File: config.mk
export PLATFORM = sky130hd
export DESIGN_NAME = controle_lavagem
export DESIGN_NICKNAME = d
export VERILOG_FILES = /design/src/rtl/controle_lavagem_pkg.sv /design/src/rtl/controle_lavagem_temporizador.sv /design/src/rtl/controle_lavagem.sv
export SDC_FILE = /design/constraint.sdc
export NUM_CORES = 1
export LEC_CHECK = 0
export CORE_MARGIN = 2
export CORE_UTILIZATION = 34
export CTS_BUF_LIST = sky130_fd_sc_hd__clkbuf_4
export DETAILED_ROUTE_END_ITERATION = 8
export DONT_BUFFER_PORTS = 1
export PLACE_DENSITY_LB_ADDON = 0.05
export SLEW_MARGIN = 20
export SYNTH_ARGS = -nofsm -noshare
export SYNTH_HDL_FRONTEND = slang
export SYNTH_SLANG_ARGS = --single-unit
File: constraint.sdc
create_clock -name clock -period 3.6 [get_ports clock]
set_input_delay 0.54 -clock clock [delete_from_list [all_inputs] [get_ports clock]]
set_output_delay 0.54 -clock clock [all_outputs]
set_load 0.1 [all_outputs]
File: src/rtl/controle_lavagem_pkg.sv
// Shared constants for the washing-machine top level: state codes, default
// phase lengths and the state-to-actuator decode used by the sequencer.
package controle_lavagem_pkg;

  typedef enum logic [2:0] {
    REPOUSO     = 3'd0,
    ENCHIMENTO  = 3'd1,
    AQUECIMENTO = 3'd2,
    LAVAGEM     = 3'd3,
    ENXAGUE     = 3'd4,
    CENTRIFUGA  = 3'd5,
    CONCLUIDO   = 3'd6,
    ERRO        = 3'd7
  } estado_t;

  localparam int PADRAO_TEMPO_ENCHIMENTO  = 4;
  localparam int PADRAO_TEMPO_LAVAGEM     = 10;
  localparam int PADRAO_TEMPO_ENXAGUE     = 6;
  localparam int PADRAO_TEMPO_CENTRIFUGA  = 8;
  localparam int PADRAO_TIMEOUT_AQUEC     = 16;
  localparam int PADRAO_TEMPO_AQUECIMENTO = 8;
  localparam int PADRAO_LARGURA           = 5;

  typedef struct packed {
    logic start_aquec;
    logic valvula;
    logic motor_lavagem;
    logic motor_centrifuga;
    logic bomba;
    logic trava_porta;
    logic fim;
    logic erro;
  } saidas_t;

  // States in which the drum holds water: door locked, timer running.
  function automatic logic estado_ativo(input estado_t e);
    return e inside {ENCHIMENTO, AQUECIMENTO, LAVAGEM, ENXAGUE, CENTRIFUGA};
  endfunction

  function automatic saidas_t decodifica(input estado_t e);
    saidas_t s;
    s                  = '0;
    s.valvula          = (e == ENCHIMENTO) || (e == ENXAGUE);
    s.start_aquec      = (e == AQUECIMENTO);
    s.motor_lavagem    = (e == LAVAGEM) || (e == ENXAGUE);
    s.motor_centrifuga = (e == CENTRIFUGA);
    s.bomba            = (e == CENTRIFUGA);
    s.trava_porta      = estado_ativo(e);
    s.fim              = (e == CONCLUIDO);
    s.erro             = (e == ERRO);
    return s;
  endfunction

endpackage

File: src/rtl/controle_lavagem_temporizador.sv
// Phase timer: counts cycles since the last clear and flags the final cycle
// of a phase of length limite. Saturates instead of wrapping.
module temporizador #(
  parameter int LARGURA = 5
) (
  input  logic               clock,
  input  logic               reset,
  input  logic               limpa,
  input  logic [LARGURA-1:0] limite,
  output logic               expira
);

  logic [LARGURA-1:0] r_contagem;

  assign expira = (r_contagem == limite - LARGURA'(1));

  // NOTE: sequential state uses non-blocking assignments so every register
  // samples the pre-edge values, independent of block ordering.
  always_ff @(posedge clock or posedge reset) begin
    if (reset) begin
      r_contagem <= '0;
    end else if (limpa) begin
      r_contagem <= '0;
    end else if (!expira) begin
      r_contagem <= r_contagem + LARGURA'(1);
    end
  end

endmodule

File: src/rtl/controle_lavagem.sv
// Washing-cycle sequencer: fill, optional heating handshake, wash, rinse, spin,
// with door interlock and heater timeout. Outputs are registered state decodes.
module controle_lavagem
  import controle_lavagem_pkg::*;
#(
  parameter int TEMPO_ENCHIMENTO = PADRAO_TEMPO_ENCHIMENTO,
  parameter int TEMPO_LAVAGEM    = PADRAO_TEMPO_LAVAGEM,
  parameter int TEMPO_ENXAGUE    = PADRAO_TEMPO_ENXAGUE,
  parameter int TEMPO_CENTRIFUGA = PADRAO_TEMPO_CENTRIFUGA,
  parameter int TIMEOUT_AQUEC    = PADRAO_TIMEOUT_AQUEC,
  parameter int LARGURA          = PADRAO_LARGURA
) (
  input  logic       clock,
  input  logic       reset,
  input  logic       liga,
  input  logic       agua_quente,
  input  logic       porta_aberta,
  input  logic       aquecimento,
  output logic       start_aquec,
  output logic       valvula,
  output logic       motor_lavagem,
  output logic       motor_centrifuga,
  output logic       bomba,
  output logic       trava_porta,
  output logic       fim,
  output logic       erro,
  output logic [2:0] estado
);

  estado_t            r_estado;
  estado_t            w_proximo;
  logic               r_quente;
  logic               r_visto;
  saidas_t            r_saidas;
  logic [LARGURA-1:0] w_limite;
  logic               w_expira;
  logic               w_limpa;

  // NOTE: every combinational output gets a default first, so no path
  // through the case leaves it unassigned and no latch is inferred.
  always_comb begin
    w_limite = '1;
    case (r_estado)
      ENCHIMENTO:  w_limite = LARGURA'(TEMPO_ENCHIMENTO);
      AQUECIMENTO: w_limite = LARGURA'(TIMEOUT_AQUEC);
      LAVAGEM:     w_limite = LARGURA'(TEMPO_LAVAGEM);
      ENXAGUE:     w_limite = LARGURA'(TEMPO_ENXAGUE);
      CENTRIFUGA:  w_limite = LARGURA'(TEMPO_CENTRIFUGA);
      default:     w_limite = '1;
    endcase
  end

  // Door interlock is checked first so it outranks timer and handshake exits.
  always_comb begin
    w_proximo = r_estado;
    if (estado_ativo(r_estado) && porta_aberta) begin
      w_proximo = ERRO;
    end else begin
      case (r_estado)
        REPOUSO:     if (liga && !porta_aberta) w_proximo = ENCHIMENTO;
        ENCHIMENTO:  if (w_expira) w_proximo = r_quente ? AQUECIMENTO : LAVAGEM;
        AQUECIMENTO: begin
          if (r_visto && !aquecimento) w_proximo = LAVAGEM;
          else if (w_expira)           w_proximo = ERRO;
        end
        LAVAGEM:     if (w_expira) w_proximo = ENXAGUE;
        ENXAGUE:     if (w_expira) w_proximo = CENTRIFUGA;
        CENTRIFUGA:  if (w_expira) w_proximo = CONCLUIDO;
        CONCLUIDO:   w_proximo = REPOUSO;
        ERRO:        if (liga && !porta_aberta) w_proximo = REPOUSO;
        default:     w_proximo = REPOUSO;
      endcase
    end
  end

  assign w_limpa = (w_proximo != r_estado) || !estado_ativo(r_estado);

  temporizador #(
    .LARGURA (LARGURA)
  ) u_temporizador (
    .clock  (clock),
    .reset  (reset),
    .limpa  (w_limpa),
    .limite (w_limite),
    .expira (w_expira)
  );

  // NOTE: only control registers exist here, so all of them take the
  // asynchronous reset; the outputs fall to zero the moment reset rises.
  always_ff @(posedge clock or posedge reset) begin
    if (reset) begin
      r_estado <= REPOUSO;
      r_quente <= 1'b0;
      r_visto  <= 1'b0;
      r_saidas <= '0;
    end else begin
      r_estado <= w_proximo;
      r_saidas <= decodifica(w_proximo);
      if (r_estado == REPOUSO && w_proximo == ENCHIMENTO) begin
        r_quente <= agua_quente;
      end
      if (w_proximo != r_estado) begin
        r_visto <= 1'b0;
      end else if (r_estado == AQUECIMENTO && aquecimento) begin
        r_visto <= 1'b1;
      end
    end
  end

  assign start_aquec      = r_saidas.start_aquec;
  assign valvula          = r_saidas.valvula;
  assign motor_lavagem    = r_saidas.motor_lavagem;
  assign motor_centrifuga = r_saidas.motor_centrifuga;
  assign bomba            = r_saidas.bomba;
  assign trava_porta      = r_saidas.trava_porta;
  assign fim              = r_saidas.fim;
  assign erro             = r_saidas.erro;
  assign estado           = r_estado;

endmodule

# Yosys cells after proc, flatten, opt, wreduce, memory -nomap -nowiden
# Cells that the tools add are included.
# totals
inputBits	6
output_inout_bits	11
register_bits	17
elab_cells	61
# classes
n_mux	16
add_sub_neg	2
n_eq_ne	17
n_reduce_logical	15
# ops
operator	n
$mux 3	9
$pmux 5 s5	1
$eq 3x3->1 const B	8
$pmux 3 s8	1
$eq 3x2->1 const B	4
$mux 5	2
$reduce_bool 5->1	2
$eq 3x1->1 const B	2
$add 5x1->5 const B	1
$eq 5x5->1	1
$logic_and 1x1->1	5
$sub 5x1->5 const B	1
$logic_not 1->1	3
$logic_not 3->1	1
$logic_or 1x1->1	3
$mux 1	3
$ne 3x3->1	1
$ne 2x1->1 const B	1
$reduce_bool 2->1	1

# Longest topological paths before layout
# depth
word_depth	11
depth_mapped	15
ltp_nobuf	12

# Modules after synthesis
# A second synthesis with hierarchy kept.
# hier_totals
cells_unflattened	139
area_unflattened_um2	1261.2
# by_module_without_submodules
module	seq_area_each_um2	n_inst	cells_per_inst	area_per_inst_um2
controle_lavagem	300.3	1	96	843.3
temporizador	125.1	1	43	417.9

# Worst setup path after synthesis
# No wires, ideal clock.
# synth_path
path_kind	register to register
startpoint	register r_estado[2], in the netlist estado[2]
endpoint	register r_saidas (netlist bit motor_lavagem)
n_path_buf	4
setup_ns	0.079
path_stages_with_launch	16
t_required_ns	3.521
t_arrival_ns	3.848
period_less_slack_ns	3.927
path_slack_ns	-0.327
path_cell_list	dfrtp_1 buf_4 clkbuf_1 clkbuf_1 nand2_1 a21oi_1 nor2_1 ha_1 nor4b_1 a41oi_1 a21bo_2 and4_1 buf_6 a21o_1 or3_1 mux2i_1
# synth_between
elab_chain_len	10
word_cells_on_any_way	26
classes_between	add/sub: 1; eq/ne: 10; mux: 11; reduce/logical: 4
# synth_rtl
element	line_no	text
start, declared	controle_lavagem.sv:30	estado_t r_estado;
start signal, assigned	controle_lavagem.sv:97	r_estado <= w_proximo;
$eq 3x3->1 (tied with other cells)	controle_lavagem_pkg.sv:37, controle_lavagem.sv:43, controle_lavagem.sv:59	
$pmux 5 s5	controle_lavagem.sv:43	case (r_estado)
$sub 5x1->5	controle_lavagem_temporizador.sv:15	assign expira = (r_contagem == limite - LARGURA'(1));
$eq 5x5->1	controle_lavagem_temporizador.sv:15	
$mux 3	controle_lavagem.sv:64	else if (w_expira) w_proximo = ERRO;
$mux 3	controle_lavagem.sv:63	if (r_visto && !aquecimento) w_proximo = LAVAGEM;
$pmux 3 s8	controle_lavagem.sv:59	case (r_estado)
$mux 3 *	controle_lavagem.sv:56	if (estado_ativo(r_estado) && porta_aberta) begin
via w_proximo[2]	controle_lavagem.sv:31	estado_t w_proximo;
$eq 3x2->1 or $eq 3x3->1 (tied branches)	controle_lavagem_pkg.sv:45	s.motor_lavagem = (e == LAVAGEM) || (e == ENXAGUE);
$logic_or 1x1->1 *	controle_lavagem_pkg.sv:45	
end signal, assigned	controle_lavagem.sv:98	r_saidas <= decodifica(w_proximo);
end, declared	controle_lavagem.sv:34	saidas_t r_saidas;
# Mark *: on every way through the listed nets, which the timed path passes. The rest lies on a longest branch.
# A chain may end at the register's enable or synchronous reset.

# Worst setup path in the final report
# layout_path
startpoint	register r_estado[2], in the netlist estado[2]
endpoint	register u_temporizador.r_contagem[0]
# layout_between
elab_chain_len	11
word_cells_on_any_way	28
classes_between	add/sub: 1; eq/ne: 10; mux: 12; reduce/logical: 5
# layout_rtl
element	line_no	text
$eq 3x3->1 (tied with other cells)	controle_lavagem_pkg.sv:37, controle_lavagem.sv:43, controle_lavagem.sv:59	
$pmux 5 s5	controle_lavagem.sv:43	
$sub 5x1->5	controle_lavagem_temporizador.sv:15	
$eq 5x5->1	controle_lavagem_temporizador.sv:15	
$mux 3	controle_lavagem.sv:64	
$mux 3	controle_lavagem.sv:63	
$pmux 3 s8	controle_lavagem.sv:59	
$mux 3	controle_lavagem.sv:56	
$ne 3x3->1	controle_lavagem.sv:76	assign w_limpa = (w_proximo != r_estado) || !estado_ativo(r_estado);
$logic_or 1x1->1	controle_lavagem.sv:76	
$ne 2x1->1 (no source line) or $mux 5 (tied branches)	-	
end signal, assigned	controle_lavagem_temporizador.sv:25	r_contagem <= r_contagem + LARGURA'(1);
end, declared	controle_lavagem_temporizador.sv:13	logic [LARGURA-1:0] r_contagem;
# Several ways; a longest one is shown, not always the timed one.

==> results.py <==
metrics = {
    "status": {
        "status": "finished, final reports clean",
    },
    "synthesis": {
        "yosys_register_bits": 17,
        "synth_edf_count": 0,
        "syn_area_sq_mm": 0.00151,
        "synthDistinctLibCells": 54,
        "ys_seq_area_share_pct": 28.1,
        "async_flop_share_pct": 100,
        "synthTopCellsByArea": "dfrtp_1 (28%), ha_1 (5.8%), nand2_1 (5.2%)",
        "syn_inst": 182,
        "synth.avg_cell_area_sq_um": 8.32,
        "syn_nets": 195,
        "yosysWarnings": 0,
        "synth_top_cell_by_area": "dfrtp_1",
        "synth_top_area_share_pct": 28.1,
        "synth_flop_cell": "dfrtp_1",
    },
    "detailed_routing": {
        "drc": 0,
        "drt_iter0_drc": 125,
        "vias": 1430,
        "vias_per_cell": 6.03,
        "ant_nets": 0,
        "drt-pass1-iter-count": 4,
        "wl_per_cell_um": 16.6,
        "finalWirelength_mm": 3.93,
    },
    "global_route": {
        "grt.total_usage_pct": 16.4,
        "grt_pass1_wl_mm": 6.62,
        "grt_pass1_vias": 1341,
        "antenna_found_initial": 0,
        "overflow": 0,
        "grt_max_degree": 18,
    },
    "layout": {
        "area_growth_syn_to_layout_pct": 7.93,
        "seqCellArea_sq_um": 433,
        "nets": 199,
        "layoutNonFillerInstCount": 237,
        "fill_cells": 474,
        "multiInputGateArea_sq_mm": 0.00100,
        "final_cell_mix": "nand2_1 (21), dfrtp_1 (13), nor2_1 (12), a21oi_1 (12), o21ai_0 (11)",
        "antennaDiodeCount": 0,
        "final_common_cell": "nand2_1",
        "drive_gt1_share_pct": 16.8,
        "design_area_sq_mm": 0.00163,
    },
    "critical_path": {
        "worstPathRequired_ns": 3.81,
        "endpoint_kind": "flip-flop",
        "crit_family": "simple AND/OR/NAND/NOR gates",
        "worstSetupPathType": "flip-flop to flip-flop",
        "critPathLaunchType": "flip-flop",
        "cp_max_fo": 17,
        "worstPathCellList": "or3b_2, nand2_1, a21oi_1, ha_1, nor4b_1, a41oi_1, a21bo_2, and4_1, o22ai_1, o211ai_1, nor3b_1",
        "crit_arrival_ns": 3.42,
        "critPathSlowestCell": "dfrtp_4",
        "cp_num_buf_inv": 0,
        "critPathMaxStageDelay_ns": 0.55,
    },
    "sta": {
        "tns_ns": 0,
        "rsz0062_at_grt": "false",
        "clock.fmax_mhz": 311,
        "max_slew.worst_pin.slew_ns": 0.936,
        "post-route-period-util_pct": 89.3,
        "worst_slack_ns": 0.385,
        "finalHoldViolCount": 0,
        "setup_violations": 0,
        "finalCriticalPeriod_ns": 3.21,
        "slew_headroom_pct": 37.8,
        "slew_viol_final": 0,
        "finClkSkew_ns": 0.00116,
    },
    "clock_network": {
        "cts.sinks": 17,
        "cts_made_buffers": 3,
        "cts_setup_buffers": 0,
        "cts_hold_buf": 0,
        "tritoncts": "yes",
        "cts_resized": 0,
        "htree_levels": 1,
        "worst_skew_pair.late_latency_ns": 0.29,
        "clockBufferDepth": 2,
        "clock-root-buffer": "clkbuf_4",
        "clk_pin_slew_worst_paths_ns": 0.09,
    },
    "place": {
        "dp_worst_setup_slack_ns": 0.401,
        "dp.cells": 233,
        "dp_hpwl_mm": 3.01,
        "gp_congestion": 0.918,
        "io_buffer_count": 0,
        "placed_cell_area_sq_mm": 0.00160,
    },
    "floorplan": {
        "start_util_pct": 35.0,
        "pin_count": 17,
        "die_area_sq_mm": 0.00500,
        "fp.dieW_um": 70.7,
        "die_height_um": 70.7,
        "fp-row-count": 24,
        "core_sq_mm": 0.00432,
    },
    "hold_path": {
        "min_path_type": "primary input to async pin",
    },
    "run": {
        "drv_cap": 0,
    },
}
==> cell type report <==
cell class                 count  area share, %
inverter                       7           1.61
tap                           52           3.98
clock buffer                   4           1.84
multi-input combinational    147           61.5
sequential                    17           26.5
timing repair buffer          10           4.59
==> registers in the layout, indices dropped and copies added, names as in the netlist <==
name and count:
valvula 1, r_visto 1, u_temporizador.r_contagem 5, erro 1
start_aquec 1, estado 3, r_quente 1, trava_porta 1
motor_lavagem 1, bomba 1, fim 1
==> cells in the mapped netlist, drive strengths merged (6+ instances only) <==
| library cell | number |
|---|---|
| a21oi | 12 |
| clkbuf | 6 |
| dfrtp | 17 |
| ha | 7 |
| mux2i | 6 |
| nand2 | 21 |
| nand3 | 8 |
| nor2 | 12 |
| o21ai | 11 |
==> final timing paths <==
check / cells after the start / slack, ns / to / start
max reg2reg: 11 / 0.39 / u_temporizador.r_contagem[0] / estado[2]
max: 11 / 0.39 / u_temporizador.r_contagem[0] / estado[2]
max in group asynchronous: 1 / 2.91 / estado[2] / reset
min: 1 / 0.22 / u_temporizador.r_contagem[2] / reset
min reg2reg: 2 / 0.61 / u_temporizador.r_contagem[3] / u_temporizador.r_contagem[3]
min in group clock: 1 / 0.40 / r_quente / agua_quente
==> logic make-up after synthesis <==
| kind of cell | synth area share [%] |
|---|---|
| AOI/OAI and AO/OA | 27.2 |
| adders and majority gates | 5.78 |
| muxes | 6.94 |
| buffers and inverters | 5.54 |
| DFF | 28.1 |
| and+or+nand+nor | 24.1 |
| xor gates and xnor gates | 2.31 |
==> stage by stage <==
stage | util (%) | hold WS (ns)
final | 37.8 | 0.215
after detailed placement | 37.1 | 0.567
after global routing | 37.8 | 0.274
after CTS | 37.8 | 0.244
after floorplan | - | 0.466
after global placement | 37.1 | 0.554
==> metal layers <==
| metal | GRT usage [%] | up-vias | share of wire [%] |
|---|---|---|---|
| met3 | 3.13 | 11 | 7.6 |
| met5 | 0 | - | 0 |
| li1 | - | 689 | - |
| met1 | 23.1 | 676 | 46 |
| met2 | 25.0 | 54 | 44 |
| met4 | 5.87 | 0 | 1.9 |
==> worst reg2reg max path, stage by stage, from the launching register on <==
cell and delay (ns):
dfrtp_4 0.55, or3b_2 0.49, nand2_1 0.07, a21oi_1 0.05
ha_1 0.24, nor4b_1 0.25, a41oi_1 0.11, a21bo_2 0.26
and4_1 0.29, o22ai_1 0.28, o211ai_1 0.28, nor3b_1 0.26
Power is not shown: default switching activity piles up to over one toggle a cycle in this logic, so the estimate is an artifact.
